`config.mk`:
```
export PLATFORM = sky130hd
export DESIGN_NAME = gaus_frame_sequencer
export DESIGN_NICKNAME = d
export VERILOG_FILES = /design/src/rtl/gaus_frame_sequencer_pkg.sv /design/src/rtl/gaus_frame_sequencer_beat_timer.sv /design/src/rtl/gaus_frame_sequencer.sv
export SDC_FILE = /design/constraint.sdc
export NUM_CORES = 1
export LEC_CHECK = 0
export BUFFER_PORTS_ARGS = -buffer_cell sky130_fd_sc_hd__buf_2
export CORE_MARGIN = 2
export CORE_UTILIZATION = 53
export CTS_CLUSTER_SIZE = 16
export DETAILED_ROUTE_END_ITERATION = 16
export PLACE_DENSITY = 0.77
export SETUP_SLACK_MARGIN = 0.15
export SYNTH_ARGS = -nofsm -noshare
export SYNTH_HDL_FRONTEND = slang
export SYNTH_SLANG_ARGS = --single-unit
```
`constraint.sdc`:
```
create_clock -name clk -period 4.5 [get_ports clk]
set_input_delay 0.9 -clock clk [delete_from_list [all_inputs] [get_ports clk]]
set_output_delay 0.9 -clock clk [all_outputs]
set_load 0.03 [all_outputs]
```
`src/rtl/gaus_frame_sequencer_pkg.sv`:
```
// Shared types and constants for the 5x5 Gaussian frame sequencer:
// FSM state encoding, result pipeline depth and the kernel weights.
package gaus_frame_sequencer_pkg;

    typedef enum logic [2:0] {
        IDLE,
        RUN,
        HOLD,
        DRAIN,
        DONE
    } seqState_t;

    localparam int PIPE_LAT  = 2;
    localparam int GAUS_TAPS = 5;

    // Binomial 5x5 kernel; weights sum to 256 so the result normalises with a shift.
    localparam int GAUS_NORM_SHIFT = 8;
    localparam logic [7:0] GAUS_WEIGHTS [GAUS_TAPS][GAUS_TAPS] = '{
        '{8'd1, 8'd4,  8'd6,  8'd4,  8'd1},
        '{8'd4, 8'd16, 8'd24, 8'd16, 8'd4},
        '{8'd6, 8'd24, 8'd36, 8'd24, 8'd6},
        '{8'd4, 8'd16, 8'd24, 8'd16, 8'd4},
        '{8'd1, 8'd4,  8'd6,  8'd4,  8'd1}
    };

endpackage

```
`src/rtl/gaus_frame_sequencer_beat_timer.sv`:
```
// Modulo-BEATS beat counter pacing the work done for each centre pixel.
module beat_timer #(
    parameter int BEATS = 4,
    parameter int BW    = $clog2(BEATS)
) (
    input  logic          clk,
    input  logic          reset,
    input  logic          enable,
    input  logic          clear,
    output logic [BW-1:0] beat,
    output logic          last
);

    logic [BW-1:0] r_beat;

    always_ff @(posedge clk or posedge reset) begin
        if (reset) begin
            r_beat <= '0;
        end else if (clear) begin
            r_beat <= '0;
        end else if (enable) begin
            r_beat <= last ? '0 : r_beat + BW'(1);
        end
    end

    assign beat = r_beat;
    assign last = (r_beat == BW'(BEATS - 1));

endmodule

```
`src/rtl/gaus_frame_sequencer.sv`:
```
// Walks the interior pixels of a frame, loading window columns and tracking
// each centre through the multiplier pipeline to its result.
module gaus_frame_sequencer
    import gaus_frame_sequencer_pkg::*;
#(
    parameter int IMG_W = 1024,
    parameter int IMG_H = 2048,
    parameter int BEATS = 4,
    parameter int PICW  = 24
) (
    input  logic            clk,
    input  logic            reset,
    input  logic            start,
    input  logic            abort,
    input  logic            downstreamReady,
    output logic            busy,
    output logic            done,
    output logic            bufferLoadEn,
    output logic [PICW-1:0] bufferReadAddr,
    output logic            multiplierEn,
    output logic            resultValid,
    output logic [PICW-1:0] resultAddr,
    output logic [PICW-1:0] pixelCount
);

    localparam int BW = $clog2(BEATS);
    localparam logic [PICW-1:0] FIRST_CENTRE = PICW'(2 * IMG_W + 2);
    localparam logic [PICW-1:0] LAST_CENTRE  = PICW'((IMG_H - 3) * IMG_W + IMG_W - 3);
    localparam logic [PICW-1:0] LAST_COL     = PICW'(IMG_W - 3);

    seqState_t       r_state;
    logic [PICW-1:0] r_centre;
    logic [PICW-1:0] r_col;
    logic            r_drain;
    logic [PICW-1:0] r_pixelCount;
    logic            r_pipeValid [PIPE_LAT];
    logic [PICW-1:0] r_pipeAddr  [PIPE_LAT];

    logic [BW-1:0]   w_beat;
    logic            w_lastBeat;
    logic            w_beatZero;
    logic            w_stall;
    logic            w_active;
    logic            w_startPass;
    logic            w_beatEnable;
    logic            w_beatClear;

    assign w_beatZero   = (w_beat == '0);
    assign w_stall      = w_beatZero && !downstreamReady;
    assign w_active     = (r_state == RUN) || (r_state == HOLD) || (r_state == DRAIN);
    assign w_startPass  = (r_state == IDLE) && start && !abort;
    assign w_beatEnable = (r_state == RUN) && !w_stall && !abort;
    assign w_beatClear  = (r_state != RUN) || abort;

    beat_timer #(
        .BEATS (BEATS),
        .BW    (BW)
    ) u_beatTimer (
        .clk    (clk),
        .reset  (reset),
        .enable (w_beatEnable),
        .clear  (w_beatClear),
        .beat   (w_beat),
        .last   (w_lastBeat)
    );

    // A stall is only taken at beat 0, so a centre already being loaded always finishes.
    always_ff @(posedge clk or posedge reset) begin
        if (reset) begin
            r_state  <= IDLE;
            r_centre <= '0;
            r_col    <= '0;
            r_drain  <= 1'b0;
        end else begin
            case (r_state)
                IDLE: begin
                    if (w_startPass) begin
                        r_state  <= RUN;
                        r_centre <= FIRST_CENTRE;
                        r_col    <= PICW'(2);
                    end
                end
                RUN: begin
                    if (abort) begin
                        r_state <= IDLE;
                    end else if (w_stall) begin
                        r_state <= HOLD;
                    end else if (w_lastBeat) begin
                        if (r_centre == LAST_CENTRE) begin
                            r_state <= DRAIN;
                            r_drain <= 1'b0;
                        end else if (r_col == LAST_COL) begin
                            r_centre <= r_centre + PICW'(5);
                            r_col    <= PICW'(2);
                        end else begin
                            r_centre <= r_centre + PICW'(1);
                            r_col    <= r_col + PICW'(1);
                        end
                    end
                end
                HOLD: begin
                    if (abort) begin
                        r_state <= IDLE;
                    end else if (downstreamReady) begin
                        r_state <= RUN;
                    end
                end
                DRAIN: begin
                    if (abort) begin
                        r_state <= IDLE;
                    end else if (r_drain) begin
                        r_state <= DONE;
                    end else begin
                        r_drain <= 1'b1;
                    end
                end
                DONE: begin
                    r_state <= IDLE;
                end
                default: begin
                    r_state <= IDLE;
                end
            endcase
        end
    end

    // Result pipeline mirrors the multiplier latency; abort flushes anything in flight.
    always_ff @(posedge clk or posedge reset) begin
        if (reset) begin
            for (int i = 0; i < PIPE_LAT; i++) begin
                r_pipeValid[i] <= 1'b0;
                r_pipeAddr[i]  <= '0;
            end
            r_pixelCount <= '0;
        end else begin
            if (abort && w_active) begin
                for (int i = 0; i < PIPE_LAT; i++) begin
                    r_pipeValid[i] <= 1'b0;
                end
            end else begin
                r_pipeValid[0] <= multiplierEn;
                for (int i = 1; i < PIPE_LAT; i++) begin
                    r_pipeValid[i] <= r_pipeValid[i-1];
                end
            end
            r_pipeAddr[0] <= r_centre;
            for (int i = 1; i < PIPE_LAT; i++) begin
                r_pipeAddr[i] <= r_pipeAddr[i-1];
            end
            if (w_startPass) begin
                r_pixelCount <= '0;
            end else if (resultValid) begin
                r_pixelCount <= r_pixelCount + PICW'(1);
            end
        end
    end

    assign busy           = w_active;
    assign done           = (r_state == DONE);
    assign bufferLoadEn   = (r_state == RUN) && w_beatZero && downstreamReady && !abort;
    assign bufferReadAddr = bufferLoadEn ? r_centre + PICW'(2) : '0;
    assign multiplierEn   = (r_state == RUN) && w_lastBeat;
    assign resultValid    = r_pipeValid[PIPE_LAT-1];
    assign resultAddr     = resultValid ? r_pipeAddr[PIPE_LAT-1] : '0;
    assign pixelCount     = r_pixelCount;

endmodule

```
==> results by group <==
Floorplanning
  • Die height: 114.6 um
  • Die ar.: 13140 sq um
  • Horizontal die dimension: approximately 110 um
  • Std-Cell Core Area: 11960 sq um
  • Count of standard-cell rows: 40
  • Starting Density: 0.5425
  • I/O pin count: ~80

Route
  • Via-per-instance ratio: around 6.0
  • Drt initial violations: 540
  • WL final: between 15 and 20 mm
  • Post-detailed-route DRC marker count: 0
  • Total number of vias: approximately 5500
  • First-pass DRT Iterations: 5
  • DR WL/cell: between 15 and 20 um
  • Post-detailed-route count of antenna-violating nets: 0

Global route
  • Initial antenna violation count: 0
  • GR Util All Layers: 0.2489
  • GRT Residual Overflow: 0
  • Largest net degree at the start of global routing: 67
  • Via count of the first global-routing pass: 5146
  • Wire length of the first global-routing pass: about 26 mm

Synthesis
  • Cell Area, Synth: approximately 6500 sq um
  • Proportion of synthesized chip area in sequential cells: 0.4936
  • Number of synthesized register bits: 128
  • Library cell with the highest instance count after synthesis: sky130_fd_sc_hd__dfrtp_1
  • Syn avg cell area: 9.500 sq um
  • Synth Warn #: 0
  • Most used standard cells in the synthesized netlist: sky130_fd_sc_hd__dfrtp_1, sky130_fd_sc_hd__nor2_1, sky130_fd_sc_hd__nand3_1
  • Primary flip-flop cell chosen by synthesis mapping: sky130_fd_sc_hd__dfrtp_1
  • Cell type with the largest total area after synthesis: sky130_fd_sc_hd__dfrtp_1
  • Area share of the largest cell type after synthesis: 0.4936
  • Top cells by area, synth: sky130_fd_sc_hd__dfrtp_1, sky130_fd_sc_hd__nand3_1, sky130_fd_sc_hd__nor2_1
  • Syn_nets: between 600 and 700
  • Gate count of the mapped netlist: slightly below 700
  • Count of cell types in the netlist: 60
  • Number of enable flip-flop cells after synthesis: 0
  • Async set-reset flop share out of synthesis: 1.000

Clock network
  • Clk_lat worst skew: roughly 0.42 ns
  • Number of hold buffers added after cts: 0
  • H-tree depth: 4
  • Clock Tree Buf Depth: 2
  • Clock-pin slew on the worst setup and hold paths: approximately 0.050 ns
  • Post-CTS setup buffer count: 0
  • Clock root cell: sky130_fd_sc_hd__clkbuf_16
  • # clock sinks: approximately 130
  • TritonCTS clock tree: yes
  • Count of instances resized after the clock tree is built: 0
  • Number of CTS-inserted buffers: 17

Worst setup path
  • Critical path data required time: ~3.6 ns
  • Critical path arrival: between 2 and 3 ns
  • Worst-case reg-to-reg path depth: 9
  • Type of origin of the critical path: flop
  • Worst reg2reg path startpoint: r_col[20]
  • Register-to-register setup slack: about 1.1 ns
  • CP Class: reg2out
  • Critical R2R Capture: r_centre[19]
  • Largest fanout on the critical path: 11
  • Crit end category: primary output

Min path
  • Capture endpoint of the worst hold path: r_pipeAddr[18]
  • Hold path startpoint: r_pipeAddr[42]
  • Worst min-delay path class: reg2reg
  • Count of cells along the worst hold path: 0

Power
  • Lkg Pwr: approximately 3.5 nW
  • Switching power: approximately 0.94 mW
  • Fraction of power consumed by the clock network: 0.407
  • P_int: 2.194 mW
  • Maximum vdd drop: 0.1759 mV
  • Overall power after layout: around 3.1 mW
  • Sw Ratio: 0.2993
  • Power per Cell Area: about 420 nW/um^2
  • Reg power frac: 0.433
  • Relative contribution of combinational cells to total power: 0.160

Timing
  • Slew headroom: 0.2653
  • Number of setup violations in the final report: 0
  • Final Critical Period: 3.630 ns
  • F_max: ~280 MHz
  • Period utilisation layout: 0.8066
  • Max Slew Vio Count: 0
  • Unrepaired setup endpoints after global routing: false
  • Final setup skew: around 0.0077 ns
  • Sum Neg Setup Slack: 0 ns
  • Slew @ Worst Pin: 1.094 ns
  • Final hold violations: 0

Cells and area
  • Diode insertion count for antenna repair: 0
  • Post-route cell area: between 7000 and 8000 sq um
  • Final Instance Count excl. Fillers: 910
  • Share of final-layout standard cells stronger than drive strength 1: 0.1678
  • Final net count: between 700 and 800
  • Syn-to-layout area delta: 15.83%

Placement
  • Number of port buffers: approximately 80
  • Number of instances in the placed design: slightly below 900
  • GPL Wtd Cong: roughly 0.93
  • DP HPWL: around 11 mm
  • Placed standard-cell area: about 7000 sq um

Job
  • Max capacitance violation total: 0

Status
  • Status: finished clean
layout by cell type (no fill, tap or decap), drive strengths merged, types with 3 or more instances in the layout:
cell type,Yosys,final
nor2,72,72
xnor2,22,22
o21ai,19,19
dfrtp,128,128
a21o,4,4
a31oi,9,9
ha,9,9
a211o,6,6
and2,35,35
nand4,21,21
nor3,23,23
a22o,6,6
inv,21,21
or4,4,4
and3,14,14
nand3,60,60
mux2i,7,7
nand2,48,48
a32oi,5,5
a21oi,18,18
buf,18,88
nor4,16,16
clkinv,0,5
clkinvlp,0,3
o22ai,5,5
a22oi,8,8
nor2b,5,5
o22a,3,3
clkbuf,22,23
or3,13,13
xor2,18,18
nand2b,3,3
and4,13,13
registers in the layout (all words and copies together), names as in the netlist:
register,count
r_pipeAddr,48
pixelCount,24
r_centre,24
r_col,24
r_state,3
u_beatTimer.beat,2
r_drain,1
r_pipeValid,1
resultValid,1
worst max-delay path by stage:
stage	cells past startpoint	end	from	slack, ns
final	6	bufferReadAddr[19]	r_centre[1]	0.87
after global routing	6	bufferReadAddr[19]	r_centre[1]	0.75
after CTS	6	bufferReadAddr[19]	r_centre[1]	0.89
after detailed placement	9	r_centre[19]	r_col[16]	1.17
after global placement	9	r_centre[19]	r_col[16]	1.21
after floorplan	1	pixelCount[0]	reset	0.19
per-stage QoR:
step             util  hold slack, ns  setup WS [ns]
3_5_place_dp   0.5821          0.3347          1.168
3_3_place_gp   0.5821          0.3314          1.213
4_1_cts        0.6283          0.3467         0.8900
5_1_grt        0.6283          0.3486         0.7498
2_1_floorplan       -          0.3312         0.1874
6_report       0.6283          0.3450         0.8703
final cells by class:
class	count	area, sq um
timing repair buffer	88	470.5
fill	978	4446
inverter	21	81.33
clock inverter	9	85.08
tap	147	183.9
clock buffer	23	467.9
multi-input combinational	494	3024
sequential	128	3203
routing by layer:
layer | wire, um | vias up | GRT usage
met4 | 208 | 0 | 0.09106
met3 | 908 | 21 | 0.05241
met2 | 7810 | 192 | 0.4000
met5 | 0 | - | 0
met1 | 6788 | 2696 | 0.3343
li1 | - | 2583 | -
critical path, stage by stage (launching register included):
cell and delay, ns:
sky130_fd_sc_hd__dfrtp_1 0.59, sky130_fd_sc_hd__ha_1 0.31, sky130_fd_sc_hd__nand3_1 0.16, sky130_fd_sc_hd__or3_1 0.51
sky130_fd_sc_hd__or3_1 0.38, sky130_fd_sc_hd__a21oi_1 0.15, sky130_fd_sc_hd__buf_2 0.21
logic make-up (layout without fill, tap and decap cells):
| group | Yosys count | after routing | synth area share |
|---|---|---|---|
| XOR/XNOR | 40 | 40 | 0.05399 |
| flip-flops | 128 | 128 | 0.4936 |
| buffers and inverters | 61 | 141 | 0.04127 |
| adder cells (fa/ha/maj) | 9 | 9 | 0.01735 |
| AND/OR/NAND/NOR | 339 | 339 | 0.2775 |
| AO/OA/AOI/OAI | 99 | 99 | 0.1055 |
| multiplexers | 7 | 7 | 0.01080 |
power by group through the flow:
stage / Combinational (mW) / Clock [mW] / Sequential (mW)
2_1_floorplan: 0.343 / 0 / 1.37
3_3_place_gp: 0.488 / 0 / 1.36
3_5_place_dp: 0.499 / 0 / 1.37
4_1_cts: 0.503 / 1.29 / 1.35
5_1_grt: 0.552 / 1.35 / 1.37
6_report: 0.502 / 1.27 / 1.35
(Power assumes the default switching activity.)
